`config.mk`:
```
export PLATFORM = sky130hd
export DESIGN_NAME = cache_way_ctrl
export DESIGN_NICKNAME = d
export VERILOG_FILES = /design/src/rtl/cache_way_ctrl.sv
export SDC_FILE = /design/constraint.sdc
export NUM_CORES = 1
export LEC_CHECK = 0
export BUFFER_PORTS_ARGS = -buffer_cell sky130_fd_sc_hd__buf_2
export CAP_MARGIN = 20
export CORE_UTILIZATION = 55
export CTS_BUF_LIST = sky130_fd_sc_hd__clkbuf_8 sky130_fd_sc_hd__clkbuf_16
export CTS_CLUSTER_DIAMETER = 200
export CTS_CLUSTER_SIZE = 12
export DETAILED_ROUTE_END_ITERATION = 8
export MAX_ROUTING_LAYER = met4
export PLACE_DENSITY = 0.72
export SYNTH_ARGS = -nofsm -noshare
export SYNTH_HDL_FRONTEND = slang
export SYNTH_SLANG_ARGS = --single-unit
```
`constraint.sdc`:
```
create_clock -name clk -period 5.64 [get_ports clk]
set_input_delay 0.282 -clock clk [delete_from_list [all_inputs] [get_ports clk]]
set_output_delay 0.282 -clock clk [all_outputs]
set_load 0.02 [all_outputs]
```
`src/rtl/cache_way_ctrl.sv`:
```
// Two-way set-associative tag/data controller with LRU replacement
// and a req/ack line fill, feeding an external 2:1 way mux.
module cache_way_ctrl #(
  parameter int DATA_W  = 3,
  parameter int ADDR_W  = 8,
  parameter int INDEX_W = 2
) (
  input  logic              clk,
  input  logic              reset,
  input  logic              req_valid,
  output logic              req_ready,
  input  logic [ADDR_W-1:0] req_addr,
  input  logic              req_we,
  input  logic [DATA_W-1:0] req_wdata,
  output logic              resp_valid,
  output logic              resp_hit,
  output logic              way_sel,
  output logic [DATA_W-1:0] way0_data,
  output logic [DATA_W-1:0] way1_data,
  output logic              mem_req,
  output logic [ADDR_W-1:0] mem_addr,
  input  logic              mem_ack,
  input  logic [DATA_W-1:0] mem_rdata
);

  localparam int SETS  = 1 << INDEX_W;
  localparam int TAG_W = ADDR_W - INDEX_W;

  localparam logic [1:0] S_IDLE   = 2'd0;
  localparam logic [1:0] S_LOOKUP = 2'd1;
  localparam logic [1:0] S_FILL   = 2'd2;
  localparam logic [1:0] S_RESP   = 2'd3;

  logic [1:0]        state_q, state_d;
  logic [ADDR_W-1:0] addr_q, addr_d;
  logic              we_q, we_d;
  logic [DATA_W-1:0] wdata_q, wdata_d;
  logic              hit_q, hit_d;
  logic              victim_q, victim_d;
  logic              way_sel_q, way_sel_d;
  logic [DATA_W-1:0] way0_q, way0_d;
  logic [DATA_W-1:0] way1_q, way1_d;
  logic [SETS-1:0]   lru_q, lru_d;

  logic [1:0]        valid_q [SETS];
  logic [1:0]        valid_d [SETS];
  logic [TAG_W-1:0]  tag_q   [SETS][2];
  logic [TAG_W-1:0]  tag_d   [SETS][2];
  logic [DATA_W-1:0] data_q  [SETS][2];
  logic [DATA_W-1:0] data_d  [SETS][2];

  logic [INDEX_W-1:0] idx;
  logic [TAG_W-1:0]   tag;
  logic               hit0, hit1, hway;

  assign idx  = addr_q[INDEX_W-1:0];
  assign tag  = addr_q[ADDR_W-1:INDEX_W];
  assign hit0 = valid_q[idx][0] && (tag_q[idx][0] == tag);
  assign hit1 = valid_q[idx][1] && (tag_q[idx][1] == tag);
  assign hway = !hit0;

  always_comb begin
    state_d   = state_q;
    addr_d    = addr_q;
    we_d      = we_q;
    wdata_d   = wdata_q;
    hit_d     = hit_q;
    victim_d  = victim_q;
    way_sel_d = way_sel_q;
    way0_d    = way0_q;
    way1_d    = way1_q;
    lru_d     = lru_q;
    valid_d   = valid_q;
    tag_d     = tag_q;
    data_d    = data_q;
    unique case (1'b1)
      state_q == S_IDLE: begin
        if (req_valid) begin
          addr_d  = req_addr;
          we_d    = req_we;
          wdata_d = req_wdata;
          state_d = S_LOOKUP;
        end
      end
      state_q == S_LOOKUP: begin
        if (hit0 || hit1) begin
          hit_d     = 1'b1;
          way_sel_d = hway;
          if (we_q) data_d[idx][hway] = wdata_q;
          lru_d[idx] = ~hway;
          way0_d     = data_d[idx][0];
          way1_d     = data_d[idx][1];
          state_d    = S_RESP;
        end else begin
          hit_d    = 1'b0;
          victim_d = !valid_q[idx][0] ? 1'b0 :
                     !valid_q[idx][1] ? 1'b1 : lru_q[idx];
          state_d  = S_FILL;
        end
      end
      state_q == S_FILL: begin
        if (mem_ack) begin
          valid_d[idx][victim_q] = 1'b1;
          tag_d[idx][victim_q]   = tag;
          data_d[idx][victim_q]  = we_q ? wdata_q : mem_rdata;
          lru_d[idx] = ~victim_q;
          way_sel_d  = victim_q;
          way0_d     = data_d[idx][0];
          way1_d     = data_d[idx][1];
          state_d    = S_RESP;
        end
      end
      state_q == S_RESP: state_d = S_IDLE;
      default:           state_d = S_IDLE;
    endcase
  end

  always_ff @(posedge clk or posedge reset) begin
    if (reset) begin
      state_q   <= S_IDLE;
      addr_q    <= '0;
      we_q      <= 1'b0;
      wdata_q   <= '0;
      hit_q     <= 1'b0;
      victim_q  <= 1'b0;
      way_sel_q <= 1'b0;
      way0_q    <= '0;
      way1_q    <= '0;
      lru_q     <= '0;
      for (int i = 0; i < SETS; i++) begin
        valid_q[i] <= '0;
        for (int w = 0; w < 2; w++) begin
          tag_q[i][w]  <= '0;
          data_q[i][w] <= '0;
        end
      end
    end else begin
      state_q   <= state_d;
      addr_q    <= addr_d;
      we_q      <= we_d;
      wdata_q   <= wdata_d;
      hit_q     <= hit_d;
      victim_q  <= victim_d;
      way_sel_q <= way_sel_d;
      way0_q    <= way0_d;
      way1_q    <= way1_d;
      lru_q     <= lru_d;
      valid_q   <= valid_d;
      tag_q     <= tag_d;
      data_q    <= data_d;
    end
  end

  // mem_req is pure state decode so an async reset drops it at once
  assign req_ready  = (state_q == S_IDLE);
  assign resp_valid = (state_q == S_RESP);
  assign resp_hit   = resp_valid && hit_q;
  assign mem_req    = (state_q == S_FILL);
  assign mem_addr   = addr_q;
  assign way_sel    = way_sel_q;
  assign way0_data  = way0_q;
  assign way1_data  = way1_q;

endmodule

```
* Word level (Yosys, flattened, before mapping)
Cells that the tools add are included.
Widths: inputs -> output; s select.
** Cells by class
- $add $sub $neg :: 0
- Bitwise logic cells :: 6
- Equal/unequal tests :: 8
- Div/mod/pow operators :: 0
- Multipliers :: 0
- Reduce and logical (&&, ||, !) cells :: 17
- Mux-type cells :: 63
- Shift-type cells :: 0
- $lt $le $gt $ge :: 10
** Operators with widths (number)
- $mux 24 :: 5
- $bwmux 24 :: 2
- $bwmux 48 :: 1
- $pmux 24 s2 :: 1
- $mux 6 :: 7
- $mux 12 :: 3
- $bmux 12 s2 :: 1
- $bmux 6 s2 :: 2
- $demux 12 s2 :: 1
- $demux 6 s2 :: 2
- $mux 3 :: 7
- $eq 6x6->1 :: 2
- $pmux 3 s2 :: 2
- $mux 2 :: 5
- $mux 1 :: 9
- $bwmux 4 :: 2
- $logic_and 1x1->1 :: 8
- $mux 4 :: 2
- $or 8x8->8 :: 1
- $pmux 4 s2 :: 1
- $reduce_and 2->1 :: 4
- $demux 3 s1 :: 2
- $demux 6 s1 :: 1
- $pmux 2 s3 :: 1
- other kinds (26) :: 32
** Storage, ports and cells
- Bits in latches :: 0
- Memory bits (writable) :: 0
- Output and inout port bits :: 19
- Memories :: 0
- ROM bits :: 0
- Flip-flop bits (word level) :: 107

* Logic depth before layout (Yosys ltp)
Gate-level depths: netlist of run 1.
- Word-level depth :: 23
- Mapped depth :: 13

* Worst setup path after synthesis of run 1
Ideal clock, no wire load.
- Kind :: reg2reg
- From :: register addr_q[1], in the netlist mem_addr[1]
- To :: register way0_q[0], in the netlist way0_data[0]
- Library setup time :: 0.125 ns
- Arrival time :: 2.708 ns
- Slack :: 2.807 ns
- Buffers on the path :: 3
- Cell stages (with the launch flop) :: 11
- Path through :: dfrtp_1 > buf_4 > buf_8 > mux2i_1 > mux2_4 > o221ai_1 > o21ai_1 > o31a_2 > a21oi_4 > buf_4 > mux2_2
** Between the ends
- Cells in the longest elaborated chain, start to end :: 23
** Ends and longest elaborated chain
- from (decl) :: line 35 : logic [ADDR_W-1:0] addr_q, addr_d;
- from (signal assigned) :: line 139 : addr_q <= addr_d;
- $not 2->3 *
- $bmux 12 s2 :: line 58, 59
- $mux 12 (not written as such) (2 in series) :: line 59 : assign hit1 = valid_q[idx][1] && (tag_q[idx][1] == tag);
- $eq 6x6->1 :: line 58 : assign hit0 = valid_q[idx][0] && (tag_q[idx][0] == tag);
- $logic_and 1x1->1 :: line 58
- $logic_not 1->1 :: line 60 : assign hway = !hit0;
- $not 1->2 (not written as such) :: line 89 : if (we_q) data_d[idx][hway] = wdata_q;
- $ge 2x2->1 (not written as such) or $lt 2x1->1 (tied branches) :: line 89
- (+5 left out)
- $bwmux 24 :: line 89
- $mux 24 :: line 89
- $mux 24 :: line 86 : if (hit0 || hit1) begin
- $mux 24 :: line 76 : unique case (1'b1)
- $bmux 6 s2 :: line 91 : way0_d = data_d[idx][0];
- $mux 6 (2 in series)
- $mux 3 :: line 86
- $pmux 3 s2 :: line 76
- to (signal assigned) :: line 145 : way0_q <= way0_d;
- to (decl) :: line 41 : logic [DATA_W-1:0] way0_q, way0_d;
Mark *: on every way between the ends. The rest lies on a longest branch, timed or not. The select of a mux whose other input is x is not followed.
A chain may end at the register's enable or synchronous reset.

* Worst setup path after layout of run 1
- From :: register addr_q[1], in the netlist mem_addr[1]
- To :: register data_q[3] (netlist bit)
** Between the ends
- Cells in the longest elaborated chain, start to end :: 20
** Ends and longest elaborated chain
- $not 2->3 *
- $bmux 12 s2 :: line 58, 59
- $mux 12 (not written as such) (2 in series) :: line 59
- $eq 6x6->1 :: line 58
- $logic_and 1x1->1 :: line 58
- $logic_not 1->1 :: line 60
- $not 1->2 (not written as such) :: line 89
- $ge 2x2->1 (not written as such) or $lt 2x1->1 (tied branches) :: line 89
- (+3 left out)
- $mux 6 (not written as such) :: line 89
- $demux 6 s2 :: line 89
- $bwmux 24 :: line 89
- $mux 24 :: line 89
- $mux 24 :: line 86
- $mux 24 :: line 76
- $mux 24 :: line 86
- $pmux 24 s2 :: line 76
- to (signal assigned) :: line 150 : data_q <= data_d;
- to (decl) :: line 49 : logic [DATA_W-1:0] data_q [SETS][2];
Marks and branches as above.

==> out/qor.txt, run 1 <==
via count: 4,432
total CTS buffers: 9
Remaining DRCs: 0
WL/cell: 20.2 um
vias in the first global route: 4,416
Worst-Skew Late Latency: 0.39 ns
fraction of registers with async set/reset: 1.00
clock transition at the registers of the reported paths: 0.11 ns
Routed WL: 14.2 mm
max incr delay on CP: 0.73 ns
Mapped Avg Cell Area: 11.1 um^2
EDFF count, synth: 0
final slew viol count: 0
Die X: 106 um
ys flop type: dfrtp_1
first drt pass iteration count: 5
CP bufs+invs: 1
worst r2r src: mem_addr[1]
first-pass GRT wire length: 23.2 mm
CP top delay family: flip-flops
placed cell area: 0.00619 mm^2
Crit-path slowest cell: dfrtp_2
Final min period: 3.28 ns
root buffer cell: clkbuf_8
crit path DAT: 3.60 ns
unrepaired setup endpoints after global routing: false
die area: 0.0113 mm^2
GR met3 Demand/Resource: 0.0595
GRT met2 Usage: 0.418
commonest non-fill, non-tap cell in the layout: dfrtp_1
Hold WS: 0.115 ns
CTS sink count: 107
Cell Rows: 37
CP Max Fanout: 31
CTS tree: built
Worst slew margin: 0.332
initial antenna violation count: 0
Initial Util: 0.573
final hold vios: 0
actual slew at the worst max-slew pin: 0.994 ns
Final ANT Viol Nets: 0
Cells after Synth: 539
CP startpoint kind: register
status: completed
Synth top area share: 0.449
crit path kind: register to register
PortBufs: 37
Cell Pwr Density: 670 mW/mm^2
Max Buffers Root-to-Sink: 2
commonest cells after routing, fill and taps aside: 106 x dfrtp_1, 70 x mux2_2, 44 x nor2_1
Max-Cap Viols: 0
nets@finish: 582
synthesized cell area: 0.00597 mm^2
Max VDD drop: 426 uV
layout cells sized above 1: 0.314
Synth-to-Final Area Change: 7.99%
initial DRC count: 251
gpl congestion: 0.874
DR vias/cell: 6.33
syn nets: 562
worst-case clock skew: 0.00802 ns
gr ovfl total: 0
Placeable Area: 0.0104 mm^2
area leader, netlist: dfrtp_1
all-layer global routing usage: 0.278
Fillers: 860
Netlist cell types: 56
fin crit share: 0.581
critical path cell sequence: mux4_2 -> xnor2_1 -> nand4_1 -> or2_1 -> a21oi_4 -> buf_4 -> a21boi_2 -> a2bb2oi_2
Die Span Y: 106 um
antenna fix cells: 0
Worst Hold Path Cells: 2
IO Pins: 38
Setup crit end kind: register
Hold Crit Endpoint: mem_addr[3]
H-tree depth: 3
Worst Reg2Reg Path Length in Cells: 8
Fin Setup TNS: 0 ns
LEAKAGE: 2.77 nW
gr busiest metal: met2
top cells by area, synth: dfrtp_1 45%, mux2_2 13%, mux4_2 5.3%
worst r2r dst: data_q[3]
Ys Warns: 0
Worst Hold Class: input port to register
post-DP HPWL: 9.60 mm
largest net degree at the start of global routing: 61
Max Clock Freq: 305 MHz
final std cells w/o fill: 700
dpl cells: 682
reg2reg setup slack: 2.36 ns
grt met1 use: 0.364
Seq/Total Area, Yosys: 0.449
#FFs+latches synth: 107
hold wc startpoint: req_addr[3]
Design Area, Final: 0.00645 mm^2
Critical Path RT: 5.97 ns
Setup Viol. Count Final: 0
-- layer usage --
layer,share of wire,vias to the layer above,wire [um]
met2,0.50,183,7030
met4,0.024,0,346
met3,0.069,30,980
met5,0,-,0
li1,-,2021,-
met1,0.41,2198,5810
-- cells in the mapped netlist (4+ instances only) --
cell type	instances
a2bb2oi_2	4
buf_2	5
a31o_2	6
buf_4	5
clkbuf_1	23
ha_1	4
inv_1	12
o21a_1	6
a21oi_1	37
o21ai_1	5
mux4_2	14
nor3_1	7
a31oi_1	7
o211ai_1	9
xnor2_1	11
nand3_1	5
a211oi_1	4
o31ai_1	5
nand2_1	32
mux2i_1	26
a22o_1	8
nand2b_1	4
o21ai_0	17
nor2_1	44
dfrtp_1	107
mux2_2	70
or2_2	8
o22ai_1	4
-- through the flow --
| stage | total power [mW] | setup slack, ns | utilization |
|---|---|---|---|
| global placement | 3.68 | 2.23 | 0.595 |
| detailed placement | 3.76 | 2.17 | 0.595 |
| finish | 4.32 | 2.36 | 0.619 |
| floorplan | 3.26 | 2.54 | - |
| CTS | 4.29 | 2.13 | 0.616 |
| global route | 4.61 | 2.18 | 0.619 |
-- worst register-to-register path, stage by stage (launching register included) --
cell and delay, ns:
dfrtp_2 0.73, mux4_2 0.59, xnor2_1 0.19, nand4_1 0.28
or2_1 0.45, a21oi_4 0.18, buf_4 0.35, a21boi_2 0.30
a2bb2oi_2 0.15
-- cells by family after synthesis --
kind of cell | synth area share
xor+xnor | 0.0161
simple gates | 0.0916
mux | 0.231
buf+inv | 0.0432
flops | 0.449
fa+ha+maj | 0.00838
compound gates | 0.161
-- repair_timing --
| item | in CTS | in global routing |
|---|---|---|
| buffers inserted | 0 | 0 |
| endpoints found under the setup margin | 0 | 0 |
| hold buffers | 1 | 0 |
| resized for setup | 0 | 0 |
| endpoints found under the hold margin | 47 | 0 |
-- flip-flops by register name, indices dropped and copies added, names as in the netlist --
name,count
way1_data,3
data_q,24
lru_q,4
hit_q,1
way0_data,3
way_sel,1
state_q,2
victim_q,1
mem_addr,8
tag_q,48
we_q,1
valid_q,8
wdata_q,3
-- where the power goes --
group          switching, mW  internal (mW)  leakage [nW]
Clock                  0.284          0.227         0.107
Combinational           1.26           1.05          1.34
Sequential             0.382           1.12          1.31
-- worst max path at each step --
stage	cells after the start	slack, ns	from	to
floorplan	1	2.54	reset	data_q[0]
global placement	9	2.23	mem_addr[0]	way_sel
detailed placement	10	2.17	mem_addr[0]	data_q[3]
CTS	10	2.13	mem_addr[0]	data_q[3]
global route	8	2.18	mem_addr[1]	data_q[3]
finish	8	2.36	mem_addr[1]	data_q[3]
-- area by class of cell --
cell class	count	area, um^2	share of cell area
multi-input cells	379	3040	0.471
flip-flops and latches	107	2680	0.416
repair buffers	48	290	0.0450
well taps	136	170	0.0264
clock buffers	10	138	0.0214
clock inverters	6	77.6	0.0120
inverters	14	55.1	0.00854
No activity file was read; power rests on OpenSTA's default activity.
==> run 2, diff against run 1 <==
--- a/config.mk
+++ b/config.mk
@@ -13,7 +13,7 @@
 export CTS_CLUSTER_SIZE = 12
 export DETAILED_ROUTE_END_ITERATION = 8
 export MAX_ROUTING_LAYER = met4
-export PLACE_DENSITY = 0.72
+export PLACE_DENSITY = 0.75
 export SYNTH_ARGS = -nofsm -noshare
 export SYNTH_HDL_FRONTEND = slang
 export SYNTH_SLANG_ARGS = --single-unit
==> constraint.sdc (replaced) <==
create_clock -name clk -period 2.83 [get_ports clk]
set_input_delay 0.1415 -clock clk [delete_from_list [all_inputs] [get_ports clk]]
set_output_delay 0.1415 -clock clk [all_outputs]
set_load 0.02 [all_outputs]
==> run 2 against run 1 <==
Effect of this change: clock power increased by 85%; via count increased by 7.3%; core utilization increased by 5.1 points; die area unchanged; critical endpoint is now data_q[16]; highest routed layer unchanged; combinational power increased by 140%; worst hold slack got worse by 0.097 ns; largest cell class unchanged; power increased by 120%; cell area increased by 8.2%; clock skew increased by 0.0067 ns.
==> out/qor.txt, run 2 (synthesis results as in run 1) <==
root buffer cell: clkbuf_8 (unchanged)
first-pass GRT wire length: 24.7 mm (was 23.2 mm)
IO Pins: 38 (unchanged)
Max VDD drop: 821 uV (was 426 uV)
fin crit share: 0.995 (was 0.581)
Worst Reg2Reg Path Length in Cells: 10 (was 8)
Remaining DRCs: 0 (unchanged)
H-tree depth: 3 (unchanged)
Sw Ratio: 0.441 (was 0.446)
Routed WL: 15.5 mm (was 14.2 mm)
Setup Viol. Count Final: 0 (unchanged)
initial DRC count: 336 (was 251)
Worst Hold Class: input port to register (unchanged)
Critical Path RT: 3.11 ns (was 5.97 ns)
critical path cell sequence: buf_4 -> mux2_2 -> or3b_2 -> nand4_1 -> o31a_2 -> a21oi_4 -> buf_12 -> clkbuf_16 -> a22o_1 -> a221o_1 (was mux4_2 -> xnor2_1 -> nand4_1 -> or2_1 -> a21oi_4 -> buf_4 -> a21boi_2 -> a2bb2oi_2)
largest net degree at the start of global routing: 70 (was 61)
Worst-Skew Late Latency: 0.39 ns (about the same)
CTS sink count: 107 (unchanged)
LEAKAGE: 3.04 nW (was 2.77 nW)
PortBufs: 37 (unchanged)
unrepaired setup endpoints after global routing: true (was false)
all-layer global routing usage: 0.295 (was 0.278)
Critical Path Source: mem_addr[1] (unchanged)
nets@finish: 634 (was 582)
Worst Hold Path Cells: 2 (unchanged)
Initial Util: 0.573 (unchanged)
Max Buffers Root-to-Sink: 2 (unchanged)
WL/cell: 20.6 um (was 20.2 um)
worst r2r src: mem_addr[1] (unchanged)
final setup margin: 0.0149 ns (was 2.36 ns)
Crit-path slowest cell: dfrtp_2 (unchanged)
total CTS buffers: 9 (unchanged)
CP bufs+invs: 3 (was 1)
crit path DAT: 3.09 ns (was 3.60 ns)
final total power: 9.36 mW (was 4.32 mW)
layout cells sized above 1: 0.370 (was 0.314)
Final min period: 2.82 ns (was 3.28 ns)
CP top delay family: compound AO/OA/AOI/OAI gates (was flip-flops)
Design Area, Final: 0.00697 mm^2 (was 0.00645 mm^2)
final slew viol count: 0 (unchanged)
Max-Cap Viols: 0 (unchanged)
Largest regs: tag_q: 48 flops, data_q: 24 flops (unchanged)
gpl congestion: 0.869 (was 0.874)
Setup crit end kind: register (unchanged)
Placeable Area: 0.0104 mm^2 (unchanged)
pre-CTS setup slack: -0.0769 ns (was 2.17 ns)
Max Clock Freq: 355 MHz (was 305 MHz)
crit path kind: register to register (unchanged)
Seq pwr share: 0.317 (was 0.347)
max incr delay on CP: 0.51 ns (was 0.73 ns)
first drt pass iteration count: 5 (unchanged)
commonest non-fill, non-tap cell in the layout: dfrtp_1 (unchanged)
max reg flops: 48 (unchanged)
Logic pwr share: 0.582 (was 0.535)
cell internal pwr: 5.24 mW (was 2.39 mW)
via count: 4,755 (was 4,432)
Cell Rows: 37 (unchanged)
CP startpoint kind: register (unchanged)
actual slew at the worst max-slew pin: 0.745 ns (was 0.994 ns)
CP Max Fanout: 9 (was 31)
critical path depth: 10 (was 8)
placed cell area: 0.00648 mm^2 (was 0.00619 mm^2)
status: completed (unchanged)
hold wc startpoint: req_wdata[1] (was req_addr[3])
Die X: 106 um (unchanged)
DR vias/cell: 6.32 (was 6.33)
switching power: 4.12 mW (was 1.92 mW)
CTS tree: built (unchanged)
die area: 0.0113 mm^2 (unchanged)
register with the most flip-flops: tag_q (unchanged)
Worst slew margin: 0.502 (was 0.332)
clock transition at the registers of the reported paths: 0.11 ns (about the same)
final hold vios: 0 (unchanged)
commonest cells after routing, fill and taps aside: 105 x dfrtp_1, 70 x mux2_2, 44 x nor2_1 (was 106 x dfrtp_1, 70 x mux2_2, 44 x nor2_1)
Cell Pwr Density: 1340 mW/mm^2 (was 670 mW/mm^2)
part of the power in the clock network: 0.101 (was 0.118)
post-DP HPWL: 10.4 mm (was 9.60 mm)
worst-case clock skew: 0.0147 ns (was 0.00802 ns)
Die Span Y: 106 um (unchanged)
Final ANT Viol Nets: 0 (unchanged)
Synth-to-Final Area Change: 16.8% (was 7.99%)
gr ovfl total: 0 (unchanged)
initial antenna violation count: 0 (unchanged)
vias in the first global route: 4,777 (was 4,416)
utilization after layout: 0.669 (was 0.619)
antenna fix cells: 0 (unchanged)
-- run 2: cell type report --
type | count | area, um^2
clock buffer | 10 | 138
clock inverter | 6 | 55.1
fill | 777 | 3440
inverter | 14 | 56.3
multi-input combinational | 379 | 3090
sequential | 107 | 2680
tap | 136 | 170
timing repair buffer | 100 | 779
-- run 2: stage by stage --
| stage | std cells | TNS, ns | hold WS, ns |
|---|---|---|---|
| after CTS | 747 | 0 | 0.000498 |
| after global placement | 717 | 0 | 0.0334 |
| after detailed placement | 717 | -0.302 | 0.0361 |
| final | 752 | 0 | 0.0176 |
| after floorplan | 539 | 0 | 0.292 |
| after global routing | 752 | -0.803 | 0.0213 |
-- run 2: worst register-to-register path, stage by stage (launching register included) --
cell and delay (ns):
dfrtp_2 0.51, buf_4 0.19, mux2_2 0.36, or3b_2 0.45
nand4_1 0.12, o31a_2 0.18, a21oi_4 0.07, buf_12 0.15
clkbuf_16 0.16, a22o_1 0.21, a221o_1 0.31
-- run 2: what timing repair did --
action / 4_1_cts / 5_1_grt
buffers inserted: 2 / 4
pin swaps: 0 / 4
setup endpoints to repair: 23 / 34
hold endpoints to repair: 118 / 0
gates cloned: 0 / 1
gates resized for setup: 1 / 18
hold buffers: 12 / 0
-- run 2: power by group through the flow --
stage	Sequential [mW]	Clock [mW]	Combinational, mW
global route	3.05	1.00	5.84
CTS	2.94	0.954	5.02
detailed placement	2.97	0	4.94
floorplan	2.73	0	3.78
finish	2.97	0.943	5.44
global placement	2.93	0	4.78
-- run 2: worst paths after layout --
| path | endpoint | slack [ns] |
|---|---|---|
| max in group asynchronous | mem_addr[0] | 2.00 |
| max | data_q[16] | 0.01 |
| min reg2reg | valid_q[5] | 0.47 |
| min | wdata_q[1] | 0.02 |
| max reg2reg | data_q[16] | 0.01 |
| min in group asynchronous | mem_addr[2] | 0.17 |
-- run 2: metal layers --
layer,share of wire,wire length [um],track usage
met1,0.40,6230,0.356
met2,0.51,7870,0.503
met3,0.060,923,0.0497
met4,0.031,478,0.101
met5,0,0,-
